<file path="src/rtl/imem_load_pkg.sv">
// rtl/imem_load_pkg.sv - shared state encoding and defaults for the imem byte loader
// Ports: none (package).
package imem_load_pkg;

    typedef enum logic [2:0] {
        IDLE,
        SETUP,
        HIGH,
        LOW,
        DONE
    } load_state_t;

    localparam int BYTES_PER_WORD  = 4;
    localparam int DEF_MEM_BYTES   = 64;
    localparam int DEF_STROBE_HIGH = 2;
    localparam int DEF_STROBE_LOW  = 2;
    localparam int TIMER_WIDTH     = 8;

endpackage

</file>
<file path="src/rtl/strobe_timer.sv">
// rtl/strobe_timer.sv - down-counter timing the high and low phases of the byte strobe
// Ports: clk, reset (sync active-high), load/load_val (start a phase of load_val+1 cycles),
//        expired (current phase is in its final cycle).
module strobe_timer
    import imem_load_pkg::*;
#(
    parameter int WIDTH = TIMER_WIDTH
) (
    input  logic             clk,
    input  logic             reset,
    input  logic             load,
    input  logic [WIDTH-1:0] load_val,
    output logic             expired
);

    logic [WIDTH-1:0] cnt;

    always_ff @(posedge clk) begin
        if (reset) begin
            cnt <= '0;
        end else if (load) begin
            cnt <= load_val;
        end else if (cnt != '0) begin
            cnt <= cnt - 1'b1;
        end
    end

    // A phase loaded with N-1 spends exactly N cycles before expiry is seen.
    assign expired = (cnt == '0);

endmodule

</file>
<file path="src/rtl/imem_byte_loader.sv">
// rtl/imem_byte_loader.sv - serialises 32-bit words MSB-first onto the imem byte-load strobe
// Ports: clk, reset (sync active-high); word_valid/word_last/word_in/word_ready (source handshake);
//        enable/inst_out (byte strobe and data to imem); byte_addr (mirror of imem write pointer);
//        busy (word in flight), done (last word written, sticky), full (byte_addr == MEM_BYTES).
module imem_byte_loader
    import imem_load_pkg::*;
#(
    parameter int ADDR_BUS_WIDTH = 16,
    parameter int DATA_BUS_WIDTH = 32,
    parameter int MEM_BYTES      = DEF_MEM_BYTES,
    parameter int STROBE_HIGH    = DEF_STROBE_HIGH,
    parameter int STROBE_LOW     = DEF_STROBE_LOW
) (
    input  logic                      clk,
    input  logic                      reset,
    input  logic                      word_valid,
    input  logic                      word_last,
    input  logic [DATA_BUS_WIDTH-1:0] word_in,
    output logic                      word_ready,
    output logic                      enable,
    output logic [7:0]                inst_out,
    output logic [ADDR_BUS_WIDTH-1:0] byte_addr,
    output logic                      busy,
    output logic                      done,
    output logic                      full
);

    localparam logic [ADDR_BUS_WIDTH-1:0] ADDR_LIMIT = ADDR_BUS_WIDTH'(MEM_BYTES);
    localparam logic [1:0]                LAST_IDX   = 2'(BYTES_PER_WORD - 1);
    localparam logic [TIMER_WIDTH-1:0]    HIGH_LOAD  = TIMER_WIDTH'(STROBE_HIGH - 1);
    localparam logic [TIMER_WIDTH-1:0]    LOW_LOAD   = TIMER_WIDTH'(STROBE_LOW - 1);

    load_state_t                 state;
    logic [DATA_BUS_WIDTH-1:0]   word_q;
    logic                        last_q;
    logic [1:0]                  idx;
    logic                        timer_load;
    logic [TIMER_WIDTH-1:0]      timer_val;
    logic                        timer_expired;
    logic [ADDR_BUS_WIDTH-1:0]   next_addr;

    assign next_addr = byte_addr + 1'b1;

    // The timer is armed on the edge that enters HIGH and again on the edge that enters LOW.
    always_comb begin
        timer_load = 1'b0;
        timer_val  = HIGH_LOAD;
        if (state == SETUP) begin
            timer_load = 1'b1;
        end else if (state == HIGH && timer_expired) begin
            timer_load = 1'b1;
            timer_val  = LOW_LOAD;
        end
    end

    strobe_timer #(
        .WIDTH(TIMER_WIDTH)
    ) u_strobe_timer (
        .clk     (clk),
        .reset   (reset),
        .load    (timer_load),
        .load_val(timer_val),
        .expired (timer_expired)
    );

    always_ff @(posedge clk) begin
        if (reset) begin
            state      <= IDLE;
            word_q     <= '0;
            last_q     <= 1'b0;
            idx        <= '0;
            enable     <= 1'b0;
            inst_out   <= '0;
            byte_addr  <= '0;
            busy       <= 1'b0;
            done       <= 1'b0;
            full       <= 1'b0;
            word_ready <= 1'b1;
        end else begin
            case (state)
                IDLE: begin
                    if (word_valid && word_ready) begin
                        // Remaining bytes are kept left-aligned so the next byte is always the top 8 bits.
                        word_q     <= {word_in[DATA_BUS_WIDTH-9:0], 8'h00};
                        last_q     <= word_last;
                        idx        <= '0;
                        busy       <= 1'b1;
                        inst_out   <= word_in[DATA_BUS_WIDTH-1 -: 8];
                        word_ready <= 1'b0;
                        state      <= SETUP;
                    end
                end
                SETUP: begin
                    enable <= 1'b1;
                    state  <= HIGH;
                end
                HIGH: begin
                    if (timer_expired) begin
                        enable <= 1'b0;
                        state  <= LOW;
                    end
                end
                LOW: begin
                    if (timer_expired) begin
                        byte_addr <= next_addr;
                        full      <= (next_addr == ADDR_LIMIT);
                        if (idx != LAST_IDX) begin
                            idx      <= idx + 1'b1;
                            inst_out <= word_q[DATA_BUS_WIDTH-1 -: 8];
                            word_q   <= {word_q[DATA_BUS_WIDTH-9:0], 8'h00};
                            state    <= SETUP;
                        end else if (last_q) begin
                            busy  <= 1'b0;
                            done  <= 1'b1;
                            state <= DONE;
                        end else begin
                            busy       <= 1'b0;
                            word_ready <= (next_addr != ADDR_LIMIT);
                            state      <= IDLE;
                        end
                    end
                end
                DONE: begin
                    state <= DONE;
                end
                default: begin
                    state <= IDLE;
                end
            endcase
        end
    end

endmodule

</file>
<file path="config.mk">
export PLATFORM = sky130hd
export DESIGN_NAME = imem_byte_loader
export DESIGN_NICKNAME = d
export VERILOG_FILES = /design/src/rtl/imem_load_pkg.sv /design/src/rtl/strobe_timer.sv /design/src/rtl/imem_byte_loader.sv
export SDC_FILE = /design/constraint.sdc
export NUM_CORES = 1
export LEC_CHECK = 0
export ABC_CLOCK_PERIOD_IN_PS = 2960
export BUFFER_PORTS_ARGS = -buffer_cell sky130_fd_sc_hd__buf_4
export CORE_MARGIN = 4
export CORE_UTILIZATION = 45
export DETAILED_ROUTE_END_ITERATION = 8
export PLACE_DENSITY = 0.8
export SYNTH_ARGS = -nofsm -noshare
export SYNTH_HDL_FRONTEND = slang
export SYNTH_SLANG_ARGS = --single-unit
export TNS_END_PERCENT = 10
</file>
<file path="constraint.sdc">
create_clock -name clk -period 2.96 [get_ports clk]
set_input_delay 0.296 -clock clk [delete_from_list [all_inputs] [get_ports clk]]
set_output_delay 0.296 -clock clk [all_outputs]
set_load 0.01 [all_outputs]
</file>
==> flow_summary.ini, run 1 <==
[critical_path]
cp.arrival_ps = 2850
rrSetupSlack_ps = 320
reg2reg_to = word_ready
worst_r2r_path_depth = 7
cp.required_ps = 3160
endpoint_kind = flop
reg2reg_from = byte_addr[0]
crit_fanout = 7
path_class = reg2reg
critPathSlowestCell = a2111oi_1
crit_chain = ha_1 > nand4_1 > nor3_1 > xor2_1 > or4_1 > a2111oi_1 > a21oi_1
cpPeakStageDelay_ps = 480
start_kind = flop

[synth]
ys_ff_latch = 67
synth_nets = 400
synth_area_leader_cell = dfxtp_1
yosysUniqueCellTypes = 41
synthArstFlopShare_pct = 0
syn_inst = 360
netlist.area_leader.share_pct = 42.3
synth-edff-count = 0
synth_ff_type = dfxtp_1
yosysMostFrequentCell = dfxtp_1
synth_area_leaders = dfxtp_1 (42%), mux2i_1 (7.9%), nor2_1 (7.6%)
synthTopCellsByCount = dfxtp_1 (67), nor2_1 (64), nand2_1 (26)
syn_area_per_cell_sq_um = 8.80
netlist_area_sq_um = 3170
yosys_warnings = 0
yosysSeqAreaShare_pct = 42.3

[final_layout]
fin_nets = 453
post-route-util_pct = 57.1
final_area_sq_um = 3900
drive_above_1_share_pct = 23.7
insertedDiodeCount = 0
area_growth_pct = 23.0

[floorplanning]
core-area_sq_um = 6830
die-height_um = 91.9
io_pins = 65
placementRows = 30
die-area_sq_um = 8450
die_w_um = 91.9
start_util_pct = 46.4

[place]
dp_hpwl_mm = 4.84
dpl_worst_slack_ps = 318
port-buffer-count = 64
gp_congestion = 0.828
placed_area_sq_um = 3700

[sta]
min_period_ps = 2640
fin_crit_sh_pct = 89.3
holdWs_ps = 213
clock_skew_ps = 20.6
slew_headroom_pct = 53.5
fin_tns_setup_ps = 0
setup_viol = 0
setup_slack_ps = 318
rsz0062_at_grt = false
worst_pin_slew_ps = 697
max_freq_ghz = 0.379
final-hold-violation-count = 0
drv_slew = 0

[clock_tree]
path_clk_slew_ps = 80
cts.sinks = 67
cts_buffers = 9
clk-insertion-delay-late_ps = 340
cts_tree = done
cts_hold_buf = 0
clockBufferDepth = 2
post_cts_buffers = 0
post_cts_resized = 0
cts_htree_levels = 3
root_buffer = clkbuf_8

[route]
viasPerCell = 5.26
drt_pass1_iterations = 4
drcViolationCount = 0
vias = 2705
drt.antenna.violating_nets = 0
wl_per_cell_um = 13.5
first_iter_violations = 101
wl_mm = 6.96

[worst_hold_path]
min_to = word_q[13]
holdPathStages = 3
min_from = word_in[5]
hold_class = in2reg

[global_route]
grt_pass1_vias = 2511
antenna_found_initial = 0
grt_use_total_pct = 16.8
overflow = 0
grt_pass1_wl_mm = 11.6
grt_max_degree = 64

[job]
cap_violations = 0

[status]
status = completed

[power_and_ir_drop]
power_density_nw_per_um2 = 855
cellLeakagePower_uw = 0.00168
ir_worst_vdd_mv = 0.613
## worst max-delay path, delay by kind of cell (launching register included)
family	cells	cell delay [ps]
AND/OR/NAND/NOR	3	1010
AO/OA/AOI/OAI	2	610
flip-flops	1	460
adder cells (fa/ha/maj)	1	310
XOR/XNOR	1	130
## final cells by class
class | instances | area [sq um]
Fill cell | 631 | 2930
Multi-Input combinational cell | 260 | 1690
Sequential cell | 67 | 1340
Timing Repair Buffer | 67 | 515
Clock buffer | 9 | 124
Tap cell | 96 | 120
Clock inverter | 7 | 76.3
Inverter | 8 | 30.0
## layer usage
metal | wire, um | share of wire (%) | vias to the layer above | global-route usage (%)
met4 | 65 | 0.93 | 0 | 6.56
met2 | 3370 | 48 | 63 | 26.9
met3 | 322 | 4.6 | 5 | 4.10
met5 | 0 | 0 | - | 0
li1 | - | - | 1377 | -
met1 | 3210 | 46 | 1260 | 21.6
## cell usage in the layout, fill, tap and decap left out, types with 4 or more instances in the layout
cell type and count:
nand4_1 9, buf_4 66, xor2_1 16, xnor2_1 9
a31oi_1 4, ha_1 4, nor3_1 9, nor4_1 5
a211oi_1 17, a21oi_1 17, nand2_1 26, clkbuf_8 9
a211oi_2 10, mux2i_1 25, dfxtp_1 67, inv_1 8
nor2_1 64, nand3_1 14
## flip-flops by register name, indices dropped and copies added, names as in the netlist, 2 cells and up
name and flops:
state 3, u_strobe_timer.cnt 8, byte_addr 16, word_q 24, inst_out 8, idx 2
## through the flow
step / total power, uW / instances
finish: 3330 / 514
global route: 3570 / 514
CTS: 3360 / 514
detailed placement: 2590 / 498
global placement: 2530 / 498
floorplan: 2280 / 360
## where the power goes
group          switching [uW]  internal (uW)  leakage (uW)  total [uW]
Sequential                170           1160      0.000550        1330
Combinational             694            544       0.00103        1240
Clock                     375            393     0.0000958         768
Total                    1240           2090       0.00168        3330
## worst max path at each step
stage | slack (ps) | from | end | cells past startpoint
after floorplan | 570 | byte_addr[0] | word_ready | 7
after global placement | 470 | byte_addr[0] | word_ready | 7
after detailed placement | 320 | byte_addr[0] | word_ready | 7
after CTS | 250 | byte_addr[0] | word_ready | 7
after global routing | 90 | byte_addr[0] | word_ready | 7
final | 320 | byte_addr[0] | word_ready | 7
## logic make-up after synthesis
group / synth area share, %
xor gates and xnor gates: 6.91
AOI/OAI and AO/OA: 14.4
and+or+nand+nor: 21.8
DFF: 42.3
buffers and inverters: 4.74
adders and majority gates: 1.58
muxes: 8.25
Power figures use the tool's default switching activity.
==> run 2, diff against run 1 <==
--- a/config.mk
+++ b/config.mk
@@ -5,7 +5,7 @@
 export SDC_FILE = /design/constraint.sdc
 export NUM_CORES = 1
 export LEC_CHECK = 0
-export ABC_CLOCK_PERIOD_IN_PS = 2960
+export ABC_CLOCK_PERIOD_IN_PS = 3300
 export BUFFER_PORTS_ARGS = -buffer_cell sky130_fd_sc_hd__buf_4
 export CORE_MARGIN = 4
 export CORE_UTILIZATION = 45
==> constraint.sdc (replaced) <==
create_clock -name clk -period 3.3 [get_ports clk]
set_input_delay 0.33 -clock clk [delete_from_list [all_inputs] [get_ports clk]]
set_output_delay 0.33 -clock clk [all_outputs]
set_load 0.01 [all_outputs]
==> run 2 against run 1 <==
  * Non-clock buffer count is the same
  * Maximum frequency shrank 6.6%
  * Critical path type unchanged
  * Global-route usage is essentially flat
  * Sequential cell count is the same
  * Worst setup slack gained 150 ps
  * Critical path depth is the same
  * Final cell count is the same
  * Sequential share of layout area shrank 0.088 points
==> flow_summary.ini, run 2 (synthesized netlist as in run 1, its figures left out) <==
[status]
status = completed

[final_layout]
final_area_sq_um = 3910
top_register = word_q
drive_above_1_share_pct = 23.7
top_regs = word_q: 24 flops, byte_addr: 16 flops
register_area_sq_um = 1340
area_growth_pct = 23.3
largest_register_ffs = 24
fill_cells = 655
fin_nets = 453
insertedDiodeCount = 0
multi_input_comb_area_sq_um = 1690
final_cell_mix = dfxtp_1 (67), buf_4 (67), nor2_1 (64), nand2_1 (26), mux2i_1 (25)

[sta]
fin_tns_setup_ps = 0
fin_crit_sh_pct = 85.7
rsz0062_at_grt = false
max_freq_ghz = 0.354
worst_pin_slew_ps = 667
slew_headroom_pct = 54.4
min_period_ps = 2830
drv_slew = 0
clock_skew_ps = 12.9
setup_viol = 0
final-hold-violation-count = 0
holdWs_ps = 245

[critical_path]
cp.arrival_ps = 3040
critical_path.top_delay_family = simple AND/OR/NAND/NOR gates
start_kind = flop
endpoint_kind = flop
rrSetupSlack_ps = 470
crit_fanout = 7
reg2reg_from = byte_addr[0]
reg2reg_to = word_ready
cpPeakStageDelay_ps = 640
path_class = reg2reg
cp.required_ps = 3510
crit_buf_inv = 0
critPathSlowestCell = a2111oi_0
worst_r2r_path_depth = 7
crit_chain = ha_1 > nand4_1 > nor3_1 > xor2_1 > or4_1 > a2111oi_0 > a21oi_1

[global_route]
grt_pass1_vias = 2430
antenna_found_initial = 0
grt_use_total_pct = 16.7
grt_max_degree = 64
overflow = 0
grt_pass1_wl_mm = 11.5

[route]
drt.antenna.violating_nets = 0
wl_mm = 7.04
wl_per_cell_um = 13.7
drt_pass1_iterations = 4
vias = 2748
drcViolationCount = 0
first_iter_violations = 155
viasPerCell = 5.35

[floorplanning]
placementRows = 30
io_pins = 65
die-area_sq_um = 8450
die_w_um = 91.9
core-area_sq_um = 6830
die-height_um = 91.9
start_util_pct = 46.4

[place]
placed_area_sq_um = 3680
dp_hpwl_mm = 4.80
gp_congestion = 0.796
port-buffer-count = 64

[worst_hold_path]
min_from = word_in[5]
hold_class = in2reg
min_to = word_q[13]
holdPathStages = 3

[clock_tree]
cts_htree_levels = 3
cts_hold_buf = 0
clk-insertion-delay-late_ps = 350
cts_tree = done
cts.sinks = 67
cts_buffers = 9
clockBufferDepth = 2
post_cts_resized = 0
path_clk_slew_ps = 80
post_cts_buffers = 0
root_buffer = clkbuf_8

[power_and_ir_drop]
cellLeakagePower_uw = 0.00169
p_total_uw = 3050
power_density_nw_per_um2 = 780
ir_worst_vdd_mv = 0.656

[job]
cap_violations = 0
run 2: cell count changes in the layout (fill, tap and decap cells not counted), sizes merged:
| cell | previous run | this run |
|---|---|---|
| bufinv | 1 | 2 |
| clkinvlp | 2 | 0 |
| clkinv | 3 | 4 |
run 2: stage by stage:
stage	worst slack, ps	instances	util (%)
after floorplan	908	360	-
after global placement	535	498	53.9
after detailed placement	476	498	53.9
after CTS	474	514	57.2
after global routing	244	514	57.2
final	472	514	57.2
run 2: layout make-up:
type | count | share of cell area [%]
clock inverter | 7 | 2.56
multi-input combinational | 260 | 43.2
sequential | 67 | 34.3
inverter | 8 | 0.768
tap | 96 | 3.07
timing repair buffer | 67 | 12.9
clock buffer | 9 | 3.17
run 2: worst max path at each step:
stage | start | endpoint | slack (ps) | depth (start not counted)
after floorplan | byte_addr[0] | word_ready | 910 | 7
after global placement | byte_addr[0] | word_ready | 530 | 7
after detailed placement | byte_addr[0] | word_ready | 480 | 7
after CTS | byte_addr[0] | word_ready | 470 | 7
after global routing | byte_addr[1] | word_ready | 240 | 7
final | byte_addr[0] | word_ready | 470 | 7
run 2: layer usage:
metal  up-vias  wire [um]  GRT usage, %
met3        15        381          5.33
met4         0        135          6.44
met5         -          0             0
met2        71       3330          26.3
met1      1287       3200          21.4
li1       1375          -             -
run 2: power breakdown:
| part | total, uW | internal (uW) | switching, uW |
|---|---|---|---|
| sequential | 1200 | 1040 | 158 |
| combinational | 1090 | 467 | 620 |
| clock | 764 | 430 | 334 |
run 2: worst min-delay path, cell delays in order:
cell and delay (ps):
buf_4 110, nand3_1 50, a21oi_1 60
==> run 3, diff against run 2 <==
--- a/config.mk
+++ b/config.mk
@@ -11,6 +11,7 @@
 export CORE_UTILIZATION = 45
 export DETAILED_ROUTE_END_ITERATION = 8
 export PLACE_DENSITY = 0.8
+export RECOVER_POWER = 100
 export SYNTH_ARGS = -nofsm -noshare
 export SYNTH_HDL_FRONTEND = slang
 export SYNTH_SLANG_ARGS = --single-unit
==> run 3 against run 2 <==
  * Maximum frequency down 1.6%
  * Cell area shrank 3.8%
  * Critical endpoint unchanged
  * Sequential cell count did not move
==> flow_summary.ini, run 3 (synthesized netlist as in run 1, its figures left out) <==
[status]
status = completed

[power_and_ir_drop]
comb_power_share_pct = 34.1
pwr-share-seq_pct = 40.3
power_density_nw_per_um2 = 787
switching_share_pct = 36.8
p_int_uw = 1870
p_switching_uw = 1090
ir_worst_vdd_mv = 0.650
p_clk_share_pct = 25.7
cellLeakagePower_uw = 0.00156

[clock_tree]
cts_htree_levels = 3
clockBufferDepth = 2
cts_buffers = 9
cts_hold_buf = 0
clk-insertion-delay-late_ps = 340
path_clk_slew_ps = 80
post_cts_resized = 0
cts_tree = done
cts.sinks = 67
post_cts_buffers = 0
root_buffer = clkbuf_8

[route]
viasPerCell = 5.28
first_iter_violations = 133
wl_mm = 7.10
vias = 2716
drt.antenna.violating_nets = 0
drcViolationCount = 0
drt_pass1_iterations = 7
wl_per_cell_um = 13.8

[critical_path]
reg2reg_from = byte_addr[0]
rrSetupSlack_ps = 430
start_kind = flop
worst_r2r_path_depth = 7
endpoint_kind = flop
reg2reg_to = word_ready
path_class = reg2reg
crit_fanout = 7
cp.arrival_ps = 3080
cp.required_ps = 3500

[global_route]
antenna_found_initial = 0
overflow = 0
grt_use_total_pct = 16.7
grt_pass1_wl_mm = 11.5
grt_pass1_vias = 2430
grt_max_degree = 64

[floorplanning]
io_pins = 65
die-height_um = 91.9
placementRows = 30
start_util_pct = 46.4
die-area_sq_um = 8450
die_w_um = 91.9
core-area_sq_um = 6830

[sta]
final-hold-violation-count = 0
min_period_ps = 2870
drv_slew = 0
fin_tns_setup_ps = 0
setup_viol = 0
fin_crit_sh_pct = 87.1
setup_slack_ps = 427
rsz0062_at_grt = false
worst_pin_slew_ps = 883
max_freq_ghz = 0.348
slew_headroom_pct = 41.2
clock_skew_ps = 10.6

[final_layout]
insertedDiodeCount = 0
layout_commonest_cell = dfxtp_1
final_cell_mix = dfxtp_1 (67), nor2_1 (64), buf_4 (36), clkbuf_1 (30), nand2_1 (27)
top_regs = word_q: 24 flops, byte_addr: 16 flops
largest_register_ffs = 24
fin_nets = 453
top_register = word_q
drive_above_1_share_pct = 14.6
area_growth_pct = 18.6

[place]
dp_hpwl_mm = 4.80
gp_congestion = 0.796
port-buffer-count = 64
dpl_worst_slack_ps = 476

[worst_hold_path]
min_from = word_in[4]
hold_class = in2reg
min_to = word_q[12]
holdPathStages = 3

[job]
cap_violations = 0
[run 3: cell count changes in the layout (fill, tap and decap cells not counted), moves of 5 or more]
| cell | change |
|---|---|
| clkbuf_1 | +30 |
| buf_4 | -31 |
| a211oi_1 | +5 |
| a211oi_2 | -5 |
[run 3: how the worst max path moves through the flow]
stage / end / start / slack (ps)
floorplan: word_ready / byte_addr[0] / 910
global placement: word_ready / byte_addr[0] / 530
detailed placement: word_ready / byte_addr[0] / 480
CTS: word_ready / byte_addr[0] / 470
global route: inst_out[0] / u_strobe_timer.cnt[2] / 200
finish: word_ready / byte_addr[0] / 430
[run 3: cell type report]
type / count / area (sq um)
clock buffer: 9 / 124
fill: 685 / 3070
sequential: 67 / 1340
multi-input combinational: 260 / 1650
tap: 96 / 120
timing repair buffer: 67 / 390
clock inverter: 7 / 100
inverter: 8 / 30.0
[run 3: worst max-delay path: stages, from the launching register on]
cell and delay [ps]:
dfxtp_1 470, ha_1 300, nand4_1 160, nor3_1 460
xor2_1 110, or4_1 410, a2111oi_0 700, a21oi_1 140
[run 3: power groups by stage]
stage	Sequential [uW]	Clock (uW)	Combinational, uW
after floorplan	1190	0	854
after global placement	1210	0	1040
after detailed placement	1210	0	1090
after CTS	1190	774	1100
after global routing	1220	818	1130
final	1190	759	1010
[run 3: routing by layer]
layer  up-vias  track usage [%]  part of all wire, %
met4         0             6.44                  1.1
met5         -                0                    0
met3         8             5.33                  4.9
met1      1264             21.4                   47
li1       1376                -                    -
met2        68             26.3                   47
[run 3: per-stage QoR]
step | utilization (%) | total power (uW) | std cells | hold slack [ps] | area [sq um]
5_1_grt | 55.0 | 3170 | 514 | 227 | 3760
6_report | 55.0 | 2960 | 514 | 246 | 3760
3_5_place_dp | 53.9 | 2300 | 498 | 452 | 3680
3_3_place_gp | 53.9 | 2240 | 498 | 438 | 3680
2_1_floorplan | - | 2050 | 360 | 431 | 3170
4_1_cts | 57.2 | 3060 | 514 | 236 | 3910
